**config.mk**
```make
export PLATFORM = sky130hd
export DESIGN_NAME = can_error_frame_gen
export DESIGN_NICKNAME = d
export VERILOG_FILES = /design/src/rtl/can_pkg.sv /design/src/rtl/can_error_frame_gen.sv
export SDC_FILE = /design/constraint.sdc
export NUM_CORES = 1
export LEC_CHECK = 0
export CAP_MARGIN = 20
export CORE_MARGIN = 3
export CORE_UTILIZATION = 47
export DETAILED_ROUTE_END_ITERATION = 8
export DONT_BUFFER_PORTS = 1
export GPL_ROUTABILITY_DRIVEN = 0
export PLACE_DENSITY = 0.64
export SLEW_MARGIN = 20
export SYNTH_ARGS = -nofsm -noshare
export SYNTH_HDL_FRONTEND = slang
export SYNTH_SLANG_ARGS = --single-unit
```
**constraint.sdc**
```tcl
create_clock -name clk -period 1.9 [get_ports clk]
set_input_delay 0.57 -clock clk [delete_from_list [all_inputs] [get_ports clk]]
set_output_delay 0.57 -clock clk [all_outputs]
set_load 0.02 [all_outputs]
```
**src/rtl/can_pkg.sv**
```systemverilog
// -----------------------------------------------------------------------------
// can_pkg
// Shared CAN definitions for the error handling blocks.
//   ef_state_e        : states of the error frame generator.
//   CAN_ERR_FLAG_LEN  : error flag length in bits (default parameter value).
//   CAN_ERR_DELIM_LEN : error delimiter length in recessive bits.
//   max_int()         : helper used to size counters from the parameters.
// -----------------------------------------------------------------------------
package can_pkg;

   typedef enum logic [2:0] {
      IDLE,
      FLAG_ACT,
      FLAG_PAS,
      WAIT_REC,
      DELIM
   } ef_state_e;

   localparam int CAN_ERR_FLAG_LEN  = 6;
   localparam int CAN_ERR_DELIM_LEN = 8;

   function automatic int max_int(input int a, input int b);
      return (a > b) ? a : b;
   endfunction

endpackage

```
**src/rtl/can_error_frame_gen.sv**
```systemverilog
// -----------------------------------------------------------------------------
// can_error_frame_gen
// Turns a detected CAN error into an on-bus error frame: active or passive
// error flag, tolerance of flag superposition from other nodes, and the
// recessive error delimiter. Also reports the dominant-bit events after the
// own flag that feed the TEC/REC +8 rules.
//
// Ports:
//   clk            in  system clock
//   rst            in  asynchronous, active-low reset
//   sample_point   in  one-cycle bit sample strobe
//   rx_bit         in  sampled bus level (valid with sample_point)
//   error_detected in  any detected error, qualified by sample_point
//   error_passive  in  node is error passive (latched at flag start)
//   bus_off        in  node is bus-off; forces IDLE
//   tx_bit         out bit to drive while ef_active is high
//   ef_active      out error frame in progress
//   ef_done        out 1-cycle pulse when the delimiter completes
//   flag_bit_error out 1-cycle pulse, recessive read during an active flag bit
//   dom_after_flag out 1-cycle pulse, first dominant bit after the own flag
//   dom_seq8       out 1-cycle pulse per run of 8 dominant bits after the flag
// All outputs are registered.
// -----------------------------------------------------------------------------
module can_error_frame_gen
   import can_pkg::*;
#(
   parameter int FLAG_LEN  = CAN_ERR_FLAG_LEN,
   parameter int DELIM_LEN = CAN_ERR_DELIM_LEN
) (
   input  logic clk,
   input  logic rst,
   input  logic sample_point,
   input  logic rx_bit,
   input  logic error_detected,
   input  logic error_passive,
   input  logic bus_off,
   output logic tx_bit,
   output logic ef_active,
   output logic ef_done,
   output logic flag_bit_error,
   output logic dom_after_flag,
   output logic dom_seq8
);

   localparam int            CW          = $clog2(max_int(FLAG_LEN, DELIM_LEN) + 1);
   localparam logic [CW-1:0] FLAG_LEN_C  = CW'(FLAG_LEN);
   localparam logic [CW-1:0] DELIM_LEN_C = CW'(DELIM_LEN);
   localparam logic [CW-1:0] CNT_ONE     = CW'(1);

   ef_state_e     state_reg, state_next;
   logic [CW-1:0] cnt_reg, cnt_next;
   logic [CW-1:0] eq_cnt_reg, eq_cnt_next;
   logic          last_rx_reg, last_rx_next;
   logic [2:0]    dom_cnt_reg, dom_cnt_next;
   logic          dom_seen_reg, dom_seen_next;

   logic          ef_done_next;
   logic          flag_bit_error_next;
   logic          dom_after_flag_next;
   logic          dom_seq8_next;

   logic [CW-1:0] cnt_inc;
   logic [CW-1:0] eq_step;

   // Counters hold at all-ones instead of wrapping.
   function automatic logic [CW-1:0] sat_inc(input logic [CW-1:0] v);
      return (v == {CW{1'b1}}) ? v : v + CNT_ONE;
   endfunction

   assign cnt_inc = sat_inc(cnt_reg);

   // Passive flag: length of the current run of equal bus levels. An empty
   // run (eq_cnt == 0) means this is the first sample of the flag.
   assign eq_step = ((eq_cnt_reg == '0) || (rx_bit != last_rx_reg)) ? CNT_ONE
                                                                     : sat_inc(eq_cnt_reg);

   // -------------------------------------------------------------------------
   // Next-state and next-output logic
   // -------------------------------------------------------------------------
   always_comb begin
      state_next          = state_reg;
      cnt_next            = cnt_reg;
      eq_cnt_next         = eq_cnt_reg;
      last_rx_next        = last_rx_reg;
      dom_cnt_next        = dom_cnt_reg;
      dom_seen_next       = 1'b0;
      ef_done_next        = 1'b0;
      flag_bit_error_next = 1'b0;
      dom_after_flag_next = 1'b0;
      dom_seq8_next       = 1'b0;

      if (bus_off) begin
         // Bus-off overrides everything, regardless of sample_point.
         state_next   = IDLE;
         cnt_next     = '0;
         eq_cnt_next  = '0;
         last_rx_next = 1'b1;
         dom_cnt_next = '0;
      end else begin
         unique case (state_reg)
            IDLE: begin
               cnt_next     = '0;
               eq_cnt_next  = '0;
               last_rx_next = 1'b1;
               dom_cnt_next = '0;
               if (sample_point && error_detected) begin
                  state_next = error_passive ? FLAG_PAS : FLAG_ACT;
               end
            end

            FLAG_ACT: begin
               if (sample_point) begin
                  cnt_next            = cnt_inc;
                  flag_bit_error_next = rx_bit;
                  if (cnt_inc == FLAG_LEN_C) begin
                     state_next = WAIT_REC;
                  end
               end
            end

            FLAG_PAS: begin
               if (sample_point) begin
                  eq_cnt_next  = eq_step;
                  last_rx_next = rx_bit;
                  if (eq_step == FLAG_LEN_C) begin
                     state_next = WAIT_REC;
                  end
               end
            end

            WAIT_REC: begin
               dom_seen_next = dom_seen_reg;
               if (sample_point) begin
                  if (rx_bit) begin
                     // First recessive bit already counts as delimiter bit 1.
                     cnt_next = CNT_ONE;
                     if (CNT_ONE == DELIM_LEN_C) begin
                        state_next   = IDLE;
                        ef_done_next = 1'b1;
                     end else begin
                        state_next = DELIM;
                     end
                  end else begin
                     dom_seen_next       = 1'b1;
                     dom_after_flag_next = !dom_seen_reg;
                     // 3-bit wrap 7->0 marks each complete run of 8.
                     dom_cnt_next        = dom_cnt_reg + 3'd1;
                     dom_seq8_next       = (dom_cnt_reg == 3'd7);
                  end
               end
            end

            DELIM: begin
               if (sample_point) begin
                  if (rx_bit) begin
                     cnt_next = cnt_inc;
                     if (cnt_inc == DELIM_LEN_C) begin
                        state_next   = IDLE;
                        ef_done_next = 1'b1;
                     end
                  end else begin
                     // Dominant in the delimiter is a form error: new flag
                     // with the node's present error state.
                     state_next   = error_passive ? FLAG_PAS : FLAG_ACT;
                     cnt_next     = '0;
                     eq_cnt_next  = '0;
                     last_rx_next = 1'b1;
                     dom_cnt_next = '0;
                  end
               end
            end

            default: begin
               state_next = IDLE;
            end
         endcase
      end
   end

   // -------------------------------------------------------------------------
   // State and output registers. tx_bit/ef_active are derived from the next
   // state so the first flag bit is on the line for the whole next bit time.
   // -------------------------------------------------------------------------
   always_ff @(posedge clk or negedge rst) begin
      if (!rst) begin
         state_reg      <= IDLE;
         cnt_reg        <= '0;
         eq_cnt_reg     <= '0;
         last_rx_reg    <= 1'b1;
         dom_cnt_reg    <= '0;
         dom_seen_reg   <= 1'b0;
         tx_bit         <= 1'b1;
         ef_active      <= 1'b0;
         ef_done        <= 1'b0;
         flag_bit_error <= 1'b0;
         dom_after_flag <= 1'b0;
         dom_seq8       <= 1'b0;
      end else begin
         state_reg      <= state_next;
         cnt_reg        <= cnt_next;
         eq_cnt_reg     <= eq_cnt_next;
         last_rx_reg    <= last_rx_next;
         dom_cnt_reg    <= dom_cnt_next;
         dom_seen_reg   <= dom_seen_next;
         tx_bit         <= (state_next != FLAG_ACT);
         ef_active      <= (state_next != IDLE);
         ef_done        <= ef_done_next;
         flag_bit_error <= flag_bit_error_next;
         dom_after_flag <= dom_after_flag_next;
         dom_seq8       <= dom_seq8_next;
      end
   end

endmodule

```
Yosys cells after proc, flatten, opt, wreduce, memory -nomap -nowiden
Index checks and enable logic that the tools add are counted.
- register bits: 22
- logic and storage cells: 104
- bits of input ports: 7
- multiplexer cells: 57
- reductions and logical operators: 13
- equality and inequality tests: 19
- add/sub/neg operators: 3
- operators with widths (cell ; number):
    4-bit 2-to-1 mux ; 13
    3-bit 2-to-1 mux ; 16
    1-bit 2-to-1 mux ; 22
    3-bit != test, second input constant ; 7
    4-bit one-hot mux with 4 select lines ; 1
    3-bit one-hot mux with 5 select lines ; 1
    4-bit equality test, second input constant ; 3
    4-bit one-hot mux with 3 select lines ; 1
    5-bit AND reduction ; 2
    3-bit one-hot mux with 3 select lines ; 1
    4-bit by 1-bit adder with 4-bit output, second input constant ; 2
    4-bit by 3-bit equality test with 1-bit output, second input constant ; 2
    4-bit nonzero test ; 2
    3-bit by 2-bit equality test with 1-bit output, second input constant ; 2
    3-bit equality test, second input constant ; 2
    5-bit nonzero test ; 1
    4-bit logical NOT ; 1
    4-bit AND reduction ; 1
    3-bit by 1-bit adder with 3-bit output, second input constant ; 1
    3-bit by 1-bit equality test with 1-bit output, second input constant ; 1
    3-bit logical NOT ; 1
    3-bit by 1-bit != test with 1-bit output, second input constant ; 1
    1-bit one-hot mux with 3 select lines ; 1
    3-bit nonzero test ; 1
    other kinds (6) ; 6

Logic depth before layout (Yosys ltp)
- depth after elaboration: 9
- mapped depth: 7
- mapped depth without buffers: 7

Least setup slack after synthesis
OpenSTA, ideal clock, no wires.
- kind: register to register
- start: register cnt_reg[0]
- end: register ef_active
- stages on the path, launching flop included: 7
- path slack: 168 ps
- clock period less this slack: 1732 ps
- data required time: 1775 ps
- arrival time: 1607 ps
- cell sequence: dfrtp_1 ha_1 nor2_1 a22oi_1 or2_2 a31o_2 o21bai_1
- word-level cells in the longest chain between the ends: 9
- elaborated cells between the ends (all ways): 13
- classes of those cells: 1 x add/sub; 3 x eq/ne; 8 x mux; 1 x reduce/logical
- ends and longest elaborated chain (element ; line ; source):
    start: declaration ; can_error_frame_gen.sv:51 ; logic [CW-1:0] cnt_reg, cnt_next;
    start signal: assignment ; can_error_frame_gen.sv:200 ; cnt_reg <= cnt_next;
    4-bit by 1-bit adder with 4-bit output / 4-bit equality test (equally long branches) ; can_error_frame_gen.sv:67 ; return (v == {CW{1'b1}}) ? v : v + CNT_ONE;
    4-bit 2-to-1 mux * ; can_error_frame_gen.sv:67 ;
    4-bit equality test ; can_error_frame_gen.sv:157 ; if (cnt_inc == DELIM_LEN_C) begin
    3-bit 2-to-1 mux ; can_error_frame_gen.sv:157 ;
    3-bit 2-to-1 mux ; can_error_frame_gen.sv:155 ; if (rx_bit) begin
    3-bit 2-to-1 mux ; can_error_frame_gen.sv:154 ; if (sample_point) begin
    3-bit one-hot mux with 5 select lines * ; can_error_frame_gen.sv:100 ; unique case (state_reg)
    3-bit 2-to-1 mux * ; can_error_frame_gen.sv:92 ; if (bus_off) begin
    net state_next[2] ; can_error_frame_gen.sv:50 ; ef_state_e state_reg, state_next;
    3-bit nonzero test * ; can_error_frame_gen.sv:206 ; ef_active <= (state_next != IDLE);
    end signal: assignment ; can_error_frame_gen.sv:206 ;
    end: declaration ; can_error_frame_gen.sv:38 ; output logic ef_active,
Mark *: on every way through the listed nets, which the timed path passes. The rest lies on a longest branch.
A chain may end at the register's enable or synchronous reset.

Worst setup path in the final report
Same ends and word-level chain as after synthesis.

==> run_results.csv <==
group,metric,value,unit
run_status,status,"finished, final reports clean",
drt,ant_nets,0,
power_and_ir_drop,p_seq_share,51.5,%
clock_network,cts_tree,"built",
clock_network,cts.path.max_buffers,2,
drt,wl_met1,1362,µm
die,start_util,50.38,%
worst_setup_path,worstPathArrival,2.02,ns
sta,holdWs,0.06791,ns
logic_synthesis,synth_cells,145,
finish,finalNetCount,160,
logic_synthesis,synthDistinctLibCells,51,
sta,fin_crit,1.800,ns
drt,first_pass_iters,4,
clock_network,clkTransAtPathRegs,0.13,ns
logic_synthesis,syn-num-nets,158,
drt,met3WireLength,162,µm
die,die_area,0.003729,mm²
sta,timing.setup.tns,0,ns
global_routing,grt_max_degree,21,
clock_network,numCtsBuffers,3,
clock_network,clkSinkCount,22,
die,die_y,61.07,µm
worst_setup_path,worstPathMaxFanout,6,
finish,antennaDiodeCount,0,
logic_synthesis,synth_edf_count,0,
clock_network,clock_latency,0.32,ns
worst_setup_path,regToRegSetupSlack,0.1,ns
sta,timing.fmax,555.5,MHz
finish,fin_util,53.60,%
power_and_ir_drop,p_int,0.0007335,W
drt,met2WireLength,1406,µm
global_routing,antenna_found_initial,0,
clock_network,cts_root_buf,"clkbuf_4",
die,placementRows,19,
logic_synthesis,ys_seq_area_share,38.81,%
power_and_ir_drop,combPwrFrac,9.8,%
logic_synthesis,synth_area,0.001425,mm²
drt,wl_per_cell,16.69,µm
global_routing,grt_pass1_vias,1044,
global_routing,overflow,0,
power_and_ir_drop,vdd_drop_max,402.5,µV
power_and_ir_drop,power_leakage,0.6376,nW
finish,fill_cells,270,
sta,worstMarginPinSlew,0.9860,ns
worst_setup_path,r2r_cells,6,
min_path,hp-class,"in -> async",
finish,area_growth,6.409,%
drt,drc,0,
logic_synthesis,synth_flop_cell,"dfrtp_1",
power_and_ir_drop,p_switching,0.0002256,W
worst_setup_path,required,2.12,ns
sta,timing.slew.headroom,34.05,%
placement,detailed_place_hpwl,2102,µm
drt,routed_wl,2954,µm
worst_setup_path,r2r_end,"ef_active",
sta,setup_viol,0,
logic_synthesis,synth_seq_cells,22,
logic_synthesis,synthArstFlopShare,100.0,%
worst_setup_path,startpoint,"cnt_reg[0]",
worst_setup_path,cp-end-kind,"flop",
power_and_ir_drop,clockPowerShare,38.6,%
sta,hold_violations,0,
drt,vias_per_cell,6.260,
power_and_ir_drop,fin_total_pwr,0.0009590,W
sta,finalClockSkew,0.001234,ns
power_and_ir_drop,power_density,632.4,mW/mm²
worst_setup_path,r2r-start,"cnt_reg[0]",
power_and_ir_drop,switching_share,23.52,%
logic_synthesis,yosysWarnings,0,
die,die_w,61.07,µm
drt,highest_layer,"met4",
sta,finalMaxSlewViolations,0,
clock_network,cts-htree-levels,1,
die,ioPinCount,13,
global_routing,track_usage,18.27,%
worst_setup_path,startpoint_type,"flop",
clock_network,post-cts-setup-buffer-count,0,
run,maxCapViolCount,0,
sta,post-route-period-util,94.74,%
sta,rsz0062_at_grt,"no",
drt,routed-via-count,1108,
finish,final_layout_size_suffix_gt1_share,21.92,%
drt,drtIter0Drc,86,
die,core,0.002829,mm²
logic_synthesis,syn_area_per_cell,9.828,µm²
global_routing,grt_pass1_wl,5043,µm
placement,place.port_buffers,0,
worst_setup_path,critical_path_class,"reg -> reg",
## worst max-delay path, stage by stage (launching register included)
cell      delay (ns)
dfrtp_2         0.45
ha_2            0.23
and3b_1         0.26
a22oi_1         0.09
or2_2           0.32
a31o_2          0.21
o21bai_1        0.14
## repair_timing
| item | CTS | global route |
|---|---|---|
| resized for setup | 0 | 4 |
| endpoints found under the setup margin | 0 | 3 |
| hold endpoints to repair | 20 | 0 |
| hold buffers | 1 | 0 |
## cells by family after synthesis
logic type                 after synthesis  share of synthesized area [%]
buffers and inverters                   13                          4.741
xor gates and xnor gates                 1                         0.6147
DFF                                     22                          38.81
and+or+nand+nor                         58                          25.55
muxes                                    5                          3.863
AOI/OAI and AO/OA                       39                          20.37
adders and majority gates                7                          6.058
## power by group through the flow
stage / Combinational, W / Sequential [W] / Clock [W]
global route: 0.000105 / 0.000496 / 0.000400
global placement: 0.0000814 / 0.000502 / 0
finish: 0.0000942 / 0.000494 / 0.000371
CTS: 0.0000933 / 0.000494 / 0.000377
floorplan: 0.0000815 / 0.000497 / 0
detailed placement: 0.0000824 / 0.000502 / 0
## cell type report
class	count	area, µm²	area share, %
clock buffer	3	22.52	1.485
clock inverter	1	30.03	1.980
inverter	6	22.52	1.485
multi-input combinational	110	814.5	53.71
sequential	22	555.5	36.63
tap	31	38.79	2.558
timing repair buffer	4	32.53	2.145
## per-layer routing
layer / up-vias / track usage, %
met5: - / 0
met4: 0 / 3.406
met3: 4 / 6.080
met2: 27 / 28.10
met1: 550 / 25.33
li1: 527 / -
## Yosys cell counts (2+ instances only)
library cell / number / share of area [%]
nand2b_4: 2 / 1.9
nand3b_1: 2 / 1.1
and3_1: 2 / 0.88
o21ai_0: 4 / 1.4
nand2_1: 5 / 1.3
a22o_1: 4 / 2.5
ha_1: 6 / 5.3
or2_2: 2 / 0.88
buf_6: 2 / 1.6
clkbuf_1: 2 / 0.53
buf_2: 3 / 1.1
dfstp_2: 2 / 3.7
nor4_1: 3 / 1.3
a21oi_1: 12 / 4.2
o21bai_1: 2 / 1.1
a22oi_1: 2 / 1.1
mux2_2: 4 / 3.2
nor2_1: 12 / 3.2
inv_1: 5 / 1.3
nor2b_1: 3 / 1.3
nand3_1: 5 / 1.8
nor3_1: 5 / 1.8
o21a_1: 3 / 1.6
o21ai_1: 2 / 0.70
dfrtp_1: 20 / 35
nand2b_1: 6 / 2.6
## how the worst max path moves through the flow
stage                     endpoint  slack [ns]  cells past startpoint
global route        dom_cnt_reg[0]        0.01                      5
floorplan                ef_active        0.17                      6
finish                   ef_active         0.1                      6
CTS                      ef_active        0.05                      6
detailed placement       ef_active        0.07                      6
global placement         ef_active        0.14                      6
## metrics by stage
stage	cell area [µm²]	setup WS, ns	instances
after global routing	1516	0.01424	177
after global placement	1441	0.1404	172
after floorplan	1425	0.1676	145
after detailed placement	1441	0.06996	172
after CTS	1504	0.05318	177
final	1516	0.09998	177
## layout by cell type, fill, tap and decap left out, drive strengths merged, types with 2 or more instances in the layout
cell | netlist | routed
nor2b | 3 | 3
a22o | 4 | 4
o21ai | 7 | 7
nor2 | 13 | 13
nand3b | 2 | 2
nor3 | 5 | 5
nand2 | 6 | 6
a21oi | 13 | 13
ha | 6 | 6
nand2b | 8 | 8
clkbuf | 2 | 3
and3 | 2 | 2
or2 | 2 | 2
and3b | 2 | 2
buf | 5 | 3
nand3 | 5 | 5
o21bai | 2 | 2
o21a | 3 | 3
inv | 6 | 6
a22oi | 2 | 2
mux2 | 4 | 4
dfrtp | 20 | 20
nor4 | 3 | 3
dfstp | 2 | 2
(Power assumes the default switching activity.)
